## src/rtl/aes_pkg.sv

```systemverilog
// Shared AES key-schedule definitions: FSM states, round constants, S-box and round-key storage types.
// Imported by the key expander, its interface and its SubWord helper.
package aes_pkg;

    localparam int AES_BLOCK_SIZE = 128;
    localparam int AES_ROUNDS     = 10;

    typedef enum logic [1:0] {
        IDLE,
        EXPAND,
        READY
    } key_state_e;

    typedef logic [AES_BLOCK_SIZE-1:0] round_key_t;
    typedef round_key_t round_key_array_t [0:AES_ROUNDS];

    // Entry 0 is unused so the table can be indexed directly by the round counter.
    localparam logic [7:0] RCON [0:AES_ROUNDS] = '{
        8'h00, 8'h01, 8'h02, 8'h04, 8'h08, 8'h10, 8'h20, 8'h40, 8'h80, 8'h1b, 8'h36
    };

    localparam logic [7:0] SBOX [0:255] = '{
        8'h63, 8'h7c, 8'h77, 8'h7b, 8'hf2, 8'h6b, 8'h6f, 8'hc5, 8'h30, 8'h01, 8'h67, 8'h2b, 8'hfe, 8'hd7, 8'hab, 8'h76,
        8'hca, 8'h82, 8'hc9, 8'h7d, 8'hfa, 8'h59, 8'h47, 8'hf0, 8'had, 8'hd4, 8'ha2, 8'haf, 8'h9c, 8'ha4, 8'h72, 8'hc0,
        8'hb7, 8'hfd, 8'h93, 8'h26, 8'h36, 8'h3f, 8'hf7, 8'hcc, 8'h34, 8'ha5, 8'he5, 8'hf1, 8'h71, 8'hd8, 8'h31, 8'h15,
        8'h04, 8'hc7, 8'h23, 8'hc3, 8'h18, 8'h96, 8'h05, 8'h9a, 8'h07, 8'h12, 8'h80, 8'he2, 8'heb, 8'h27, 8'hb2, 8'h75,
        8'h09, 8'h83, 8'h2c, 8'h1a, 8'h1b, 8'h6e, 8'h5a, 8'ha0, 8'h52, 8'h3b, 8'hd6, 8'hb3, 8'h29, 8'he3, 8'h2f, 8'h84,
        8'h53, 8'hd1, 8'h00, 8'hed, 8'h20, 8'hfc, 8'hb1, 8'h5b, 8'h6a, 8'hcb, 8'hbe, 8'h39, 8'h4a, 8'h4c, 8'h58, 8'hcf,
        8'hd0, 8'hef, 8'haa, 8'hfb, 8'h43, 8'h4d, 8'h33, 8'h85, 8'h45, 8'hf9, 8'h02, 8'h7f, 8'h50, 8'h3c, 8'h9f, 8'ha8,
        8'h51, 8'ha3, 8'h40, 8'h8f, 8'h92, 8'h9d, 8'h38, 8'hf5, 8'hbc, 8'hb6, 8'hda, 8'h21, 8'h10, 8'hff, 8'hf3, 8'hd2,
        8'hcd, 8'h0c, 8'h13, 8'hec, 8'h5f, 8'h97, 8'h44, 8'h17, 8'hc4, 8'ha7, 8'h7e, 8'h3d, 8'h64, 8'h5d, 8'h19, 8'h73,
        8'h60, 8'h81, 8'h4f, 8'hdc, 8'h22, 8'h2a, 8'h90, 8'h88, 8'h46, 8'hee, 8'hb8, 8'h14, 8'hde, 8'h5e, 8'h0b, 8'hdb,
        8'he0, 8'h32, 8'h3a, 8'h0a, 8'h49, 8'h06, 8'h24, 8'h5c, 8'hc2, 8'hd3, 8'hac, 8'h62, 8'h91, 8'h95, 8'he4, 8'h79,
        8'he7, 8'hc8, 8'h37, 8'h6d, 8'h8d, 8'hd5, 8'h4e, 8'ha9, 8'h6c, 8'h56, 8'hf4, 8'hea, 8'h65, 8'h7a, 8'hae, 8'h08,
        8'hba, 8'h78, 8'h25, 8'h2e, 8'h1c, 8'ha6, 8'hb4, 8'hc6, 8'he8, 8'hdd, 8'h74, 8'h1f, 8'h4b, 8'hbd, 8'h8b, 8'h8a,
        8'h70, 8'h3e, 8'hb5, 8'h66, 8'h48, 8'h03, 8'hf6, 8'h0e, 8'h61, 8'h35, 8'h57, 8'hb9, 8'h86, 8'hc1, 8'h1d, 8'h9e,
        8'he1, 8'hf8, 8'h98, 8'h11, 8'h69, 8'hd9, 8'h8e, 8'h94, 8'h9b, 8'h1e, 8'h87, 8'he9, 8'hce, 8'h55, 8'h28, 8'hdf,
        8'h8c, 8'ha1, 8'h89, 8'h0d, 8'hbf, 8'he6, 8'h42, 8'h68, 8'h41, 8'h99, 8'h2d, 8'h0f, 8'hb0, 8'h54, 8'hbb, 8'h16
    };

    function automatic logic [7:0] sbox(input logic [7:0] b);
        return SBOX[b];
    endfunction

endpackage

```

## src/rtl/aes_key_expander_if.sv

```systemverilog
// Key-load handshake and round-key read port of the AES-128 key expander.
// The zeroize line exists only when AES_KEY_ZEROIZE_EN is defined.
interface aes_key_expander_if;
    import aes_pkg::*;

    logic        key_valid;
    logic        key_ready;
    round_key_t  key;
    logic        keys_valid;
    logic [3:0]  round_idx;
    round_key_t  round_key;
`ifdef AES_KEY_ZEROIZE_EN
    logic        zeroize;

    modport master (
        output key_valid, key, round_idx, zeroize,
        input  key_ready, keys_valid, round_key
    );

    modport slave (
        input  key_valid, key, round_idx, zeroize,
        output key_ready, keys_valid, round_key
    );
`else
    modport master (
        output key_valid, key, round_idx,
        input  key_ready, keys_valid, round_key
    );

    modport slave (
        input  key_valid, key, round_idx,
        output key_ready, keys_valid, round_key
    );
`endif

endinterface

```

## src/rtl/aes_key_sub_word.sv

```systemverilog
// Combinational AES SubWord: the forward S-box applied to each byte of a 32-bit word.
module aes_key_sub_word
    import aes_pkg::*;
(
    input  logic [31:0] word,
    output logic [31:0] sub
);

    genvar gi;
    generate
        for (gi = 0; gi < 4; gi++) begin : g_sbox
            assign sub[8*gi +: 8] = sbox(word[8*gi +: 8]);
        end
    endgenerate

endmodule

```

## src/rtl/aes_key_expander.sv

```systemverilog
// Iterative AES-128 key schedule: one round key per cycle into an 11-entry store with a registered read port.
// Define AES_KEY_ZEROIZE_EN to add the zeroize input and clear the key store on reset or zeroize.
module aes_key_expander
    import aes_pkg::*;
(
    input  logic              clk,
    input  logic              rst,
    aes_key_expander_if.slave bus
);

    key_state_e       state_reg, state_next;
    logic [3:0]       cnt_reg, cnt_next;
    round_key_t       prev_reg, prev_next;
    round_key_t       round_key_reg;
    round_key_array_t rk_mem;

    logic             rk_we;
    logic [3:0]       rk_waddr;
    round_key_t       rk_wdata;
    logic             clear;

    logic [31:0]      w [4];
    logic [31:0]      nw0, nw1, nw2, nw3;
    logic [31:0]      sub;
    logic [31:0]      t;
    round_key_t       expanded;

`ifdef AES_KEY_ZEROIZE_EN
    assign clear = bus.zeroize;
`else
    assign clear = 1'b0;
`endif

    // w[0] is the most significant word, i.e. key bytes 0..3.
    genvar gi;
    generate
        for (gi = 0; gi < 4; gi++) begin : g_words
            assign w[gi] = prev_reg[AES_BLOCK_SIZE-1-32*gi -: 32];
        end
    endgenerate

    aes_key_sub_word u_sub_word (
        .word ({w[3][23:0], w[3][31:24]}),
        .sub  (sub)
    );

    assign t        = sub ^ {RCON[cnt_reg], 24'h0};
    assign nw0      = w[0] ^ t;
    assign nw1      = w[1] ^ nw0;
    assign nw2      = w[2] ^ nw1;
    assign nw3      = w[3] ^ nw2;
    assign expanded = {nw0, nw1, nw2, nw3};

    always_comb begin
        state_next = state_reg;
        cnt_next   = cnt_reg;
        prev_next  = prev_reg;
        rk_we      = 1'b0;
        rk_waddr   = cnt_reg;
        rk_wdata   = expanded;
        case (state_reg)
            IDLE, READY: begin
                if (bus.key_valid) begin
                    state_next = EXPAND;
                    cnt_next   = 4'd1;
                    prev_next  = bus.key;
                    rk_we      = 1'b1;
                    rk_waddr   = 4'd0;
                    rk_wdata   = bus.key;
                end
            end
            EXPAND: begin
                rk_we     = 1'b1;
                prev_next = expanded;
                if (cnt_reg == 4'(AES_ROUNDS)) begin
                    state_next = READY;
                end else begin
                    cnt_next = cnt_reg + 4'd1;
                end
            end
            default: state_next = IDLE;
        endcase
        // Reset and zeroize win over any handshake or expansion step.
        if (rst || clear) begin
            rk_we = 1'b0;
        end
    end

    always_ff @(posedge clk) begin
        if (rst || clear) begin
            state_reg <= IDLE;
            cnt_reg   <= '0;
            prev_reg  <= '0;
        end else begin
            state_reg <= state_next;
            cnt_reg   <= cnt_next;
            prev_reg  <= prev_next;
        end
    end

`ifdef AES_KEY_ZEROIZE_EN
    always_ff @(posedge clk) begin
        if (rst || clear) begin
            for (int i = 0; i <= AES_ROUNDS; i++) begin
                rk_mem[i] <= '0;
            end
        end else if (rk_we) begin
            rk_mem[rk_waddr] <= rk_wdata;
        end
    end
`else
    always_ff @(posedge clk) begin
        if (rk_we) begin
            rk_mem[rk_waddr] <= rk_wdata;
        end
    end
`endif

    always_ff @(posedge clk) begin
        if (rst || clear) begin
            round_key_reg <= '0;
        end else if (bus.round_idx <= 4'(AES_ROUNDS)) begin
            round_key_reg <= rk_mem[bus.round_idx];
        end else begin
            round_key_reg <= '0;
        end
    end

    assign bus.key_ready  = (state_reg != EXPAND);
    assign bus.keys_valid = (state_reg == READY);
    assign bus.round_key  = round_key_reg;

endmodule

```

## src/flat_wrapper.sv

```systemverilog
// flat-port wrapper written by rule: the top's interface ports become plain ports
module aes_key_expander_flat import aes_pkg::*;
  (clk, rst, bus_key_valid, bus_key, bus_round_idx, bus_key_ready, bus_keys_valid, bus_round_key);
  aes_key_expander_if bus_i ();
  input  logic clk;
  input  logic rst;
  input wire logic [$bits(bus_i.key_valid)-1:0] bus_key_valid;
  input wire logic [$bits(bus_i.key)-1:0] bus_key;
  input wire logic [$bits(bus_i.round_idx)-1:0] bus_round_idx;
  output wire logic [$bits(bus_i.key_ready)-1:0] bus_key_ready;
  output wire logic [$bits(bus_i.keys_valid)-1:0] bus_keys_valid;
  output wire logic [$bits(bus_i.round_key)-1:0] bus_round_key;
  assign bus_i.key_valid = bus_key_valid;
  assign bus_i.key = bus_key;
  assign bus_i.round_idx = bus_round_idx;
  assign bus_key_ready = bus_i.key_ready;
  assign bus_keys_valid = bus_i.keys_valid;
  assign bus_round_key = bus_i.round_key;
  aes_key_expander u_core (.clk(clk), .rst(rst), .bus(bus_i));
endmodule
```

## config.mk

```make
export PLATFORM = sky130hd
export DESIGN_NAME = aes_key_expander_flat
export DESIGN_NICKNAME = d
export VERILOG_FILES = /design/src/rtl/aes_pkg.sv /design/src/rtl/aes_key_expander_if.sv /design/src/rtl/aes_key_sub_word.sv /design/src/rtl/aes_key_expander.sv /design/src/flat_wrapper.sv
export SDC_FILE = /design/constraint.sdc
export NUM_CORES = 2
export LEC_CHECK = 0
export CAP_MARGIN = 20
export CORE_MARGIN = 3
export CORE_UTILIZATION = 35
export DETAILED_ROUTE_END_ITERATION = 10
export SYNTH_ARGS = -nofsm -noshare
export SYNTH_HDL_FRONTEND = slang
export SYNTH_SLANG_ARGS = --single-unit
```

## constraint.sdc

```tcl
create_clock -name clk -period 16.7 [get_ports clk]
set_input_delay 4.175 -clock clk [delete_from_list [all_inputs] [get_ports clk]]
set_output_delay 4.175 -clock clk [all_outputs]
set_load 0.03 [all_outputs]
```

==> metrics.md <==
| Metric | Value |
|---|---|
| CTS tree | `yes` |
| Number of synthesized flops with an enable pin | `1408` |
| Via density | `6.023` |
| Core ar. | `226000 um^2` |
| Crit path DAT | `7850 ps` |
| Period utilisation layout | `0.4346` |
| Synth top area share | `0.5291` |
| Post-synth ARST share | `0` |
| 1st-pass router iterations | `7` |
| Status | `completed` |
| Clk sink count | `1670` |
| CP Buf/Inv Count | `3` |
| Fill count | `20950` |
| Antenna violations before repair | `16` |
| Remaining DRCs | `0` |
| Layout cells sized above 1 | `0.1380` |
| WS Path Type | `in2reg` |
| Worst-Margin Slew | `1173 ps` |
| Vias in the first global route | `53290` |
| Total track usage | `0.2282` |
| First-pass GRT wire length | `394.8 mm` |
| Die Wd | `483.8 um` |
| Post-synthesis instance total | `6196` |
| Maximum vdd drop | `0.0001130 V` |
| Vias | `56780` |
| Register area | `47570 um^2` |
| Final Hold Vio Count | `0` |
| Multi-input gate area | `30010 um^2` |
| Top FF cell, synth | `edfxtp_1` |
| Top delay family on crit path | `buffers and inverters` |
| Total length of routed met3 wires | `23.89 mm` |
| Initial DRC count | `7074` |
| Rel. slew slack | `0.2099` |
| Crit start category | `primary input` |
| Count leader, synth | `edfxtp_1` |
| CP max FO | `107` |
| Initial Util | `0.3536` |
| Final setup TNS | `0 ps` |
| Total CTS buffers | `159` |
| Largest net degree at the start of global routing | `180` |
| Cell accounting for the most synthesized area | `edfxtp_1` |
| Post-synthesis sequential area ratio | `0.5948` |
| Nets | `6492` |
| Max Slew Vio Count | `0` |
| Clock Latency Late Sink | `790 ps` |
| Max Freq | `137.8 MHz` |
| Clk_skew | `57.28 ps` |
| IO buf count | `264` |
| Area Overhead vs Synth | `14.34%` |
| Flops & latches, synth | `1670` |
| Post-CTS Resized | `0` |
| Slowest CP cell | `buf_4` |
| Type of destination of the critical path | `flip-flop` |
| Clock transition at the registers of the reported paths | `60 ps` |
| RSZ-0062 raised after global routing | `no` |
| Cell area power density | `177.2 nW/um^2` |
| Postcts setup bufs | `0` |
| DIE AREA | `234100 um^2` |
| Root buffer cell | `clkbuf_16` |
| Crit path cell chain | `buf_8, buf_12, buf_4, mux4_2, nor2b_1, a211oi_1, a211oi_1` |
| Synth unique cells | `97` |
| Largest cells by area after synthesis | `edfxtp_1, mux4_2, dfxtp_1, a211oi_1, mux2i_1` |
| Synth Area per Inst | `12.90 um^2` |
| RePlAce Congestion | `0.9581` |
| DR WL met2 | `126.0 mm` |
| Count of hold-fix buffers inserted at cts | `0` |
| Synth top cells by count | `edfxtp_1, nor2_1, nand2_1` |
| Grt ovf | `0` |
| Wirelength, routed | `277.9 mm` |
| Max_cap viols | `0` |
| Yosys warnings | `0` |
| Routed Antenna Nets | `0` |
| Routed WL per cell | `29.49 um` |
| I/O pin count | `265` |
| CP Data Required Time | `17300 ps` |
| Tmin final | `7257 ps` |
| CP dominant cell by count | `a211oi_1` |
| Top routing layer in use | `met5` |
| Max Buffers Root-to-Sink | `3` |
| Leak | `29.51 nW` |
| Slowest cell delay on critical path | `860 ps` |
| Synthesized area | `79910 um^2` |
| FP Rows | `174` |
| H-tree levels | `4` |
| Die height | `483.8 um` |
| DP HPWL | `177.0 mm` |
| Utilization after layout | `0.4043` |
| Final setup violation count | `0` |
| Hold Path Class | `reg2reg` |
| Met1 WL | `117.7 mm` |
| Syn nets | `6396` |
| Max reg flops | `1408` |
power by group:
group / total (mW) / switching, mW / internal, mW
sequential: 5.99 / 0.246 / 5.74
clock: 3.67 / 1.59 / 2.08
combinational: 6.53 / 4.49 / 2.03
cell type report:
class                      count  area share
timing repair buffer         488     0.04909
inverter                      58    0.002410
clock inverter                87     0.01097
tap                         2992     0.04097
clock buffer                 211     0.04734
antenna                        5   0.0001369
sequential                  1670      0.5206
multi-input combinational   3915      0.3285
metal layers:
layer / global-route usage / vias to the layer above
li1: - / 24340
met1: 0.3230 / 29140
met2: 0.3510 / 2853
met3: 0.04259 / 441
met4: 0.07980 / 4
met5: 0 / -
cells in the final DEF (no fill, tap or decap), types with 34 or more instances in the layout:
cell | netlist | routed
dfxtp_1 | 262 | 246
nor2b_1 | 239 | 238
nor2_1 | 392 | 383
buf_4 | 15 | 193
o21ai_0 | 260 | 244
mux4_2 | 295 | 295
a221oi_1 | 34 | 34
xor2_1 | 62 | 62
a31oi_1 | 144 | 144
or2_2 | 40 | 40
a311oi_1 | 46 | 46
clkbuf_16 | 0 | 160
o311ai_0 | 52 | 52
clkbuf_1 | 345 | 38
or3_1 | 71 | 71
a211oi_1 | 297 | 296
nand3_1 | 110 | 110
clkdlybuf4s50_1 | 0 | 259
inv_1 | 38 | 37
nand2b_1 | 114 | 113
o211ai_1 | 59 | 59
xnor2_1 | 104 | 104
a21o_1 | 35 | 34
nor3_1 | 94 | 91
clkinv_1 | 17 | 34
a21oi_1 | 323 | 320
nand2_1 | 369 | 369
mux2i_1 | 166 | 166
edfxtp_1 | 1408 | 1408
ha_1 | 64 | 64
metrics by stage:
step	std cells	instance area [um^2]	setup slack, ps	hold slack [ps]	power, mW
global placement	9083	85710	8671	465.2	12.24
detailed placement	9099	85830	8672	473.6	12.35
floorplan	6196	79910	2591	457.6	9.718
global route	9422	91360	9154	502.9	16.78
finish	9426	91370	9443	483.8	16.19
CTS	9397	91160	9459	486.6	16.02
worst paths after layout:
path,start,to,slack [ps],cells past startpoint
worst max-delay path,bus_round_idx[0],u_core.bus.round_key[55]$_SDFF_PP0_,9440,7
worst min-delay path,u_core.prev_reg[62]$_SDFFE_PP0P_,u_core.prev_reg[62]$_SDFFE_PP0P_,480,2
worst max register to register,u_core.prev_reg[9]$_SDFFE_PP0P_,u_core.rk_mem[1][19]$_DFFE_PP_,10230,11
worst min register to register,u_core.prev_reg[62]$_SDFFE_PP0P_,u_core.prev_reg[62]$_SDFFE_PP0P_,480,2
worst register-to-register path: stages (launching register included):
cell and delay (ps):
dfxtp_2 320, buf_4 440, clkinv_1 690, ha_1 850
nand2b_1 600, nand3_1 200, o311a_1 190, o311ai_0 740
a311oi_2 390, xnor2_1 690, xnor2_1 180, o21ai_2 830
kinds of logic after synthesis:
kind of cell | synth area share
flip-flops | 0.5948
AO/OA/AOI/OAI | 0.1365
AND/OR/NAND/NOR | 0.09965
buffers and inverters | 0.03135
multiplexers | 0.1056
XOR/XNOR | 0.02167
adder cells (fa/ha/maj) | 0.01040
No activity file was read; power rests on OpenSTA's default activity.
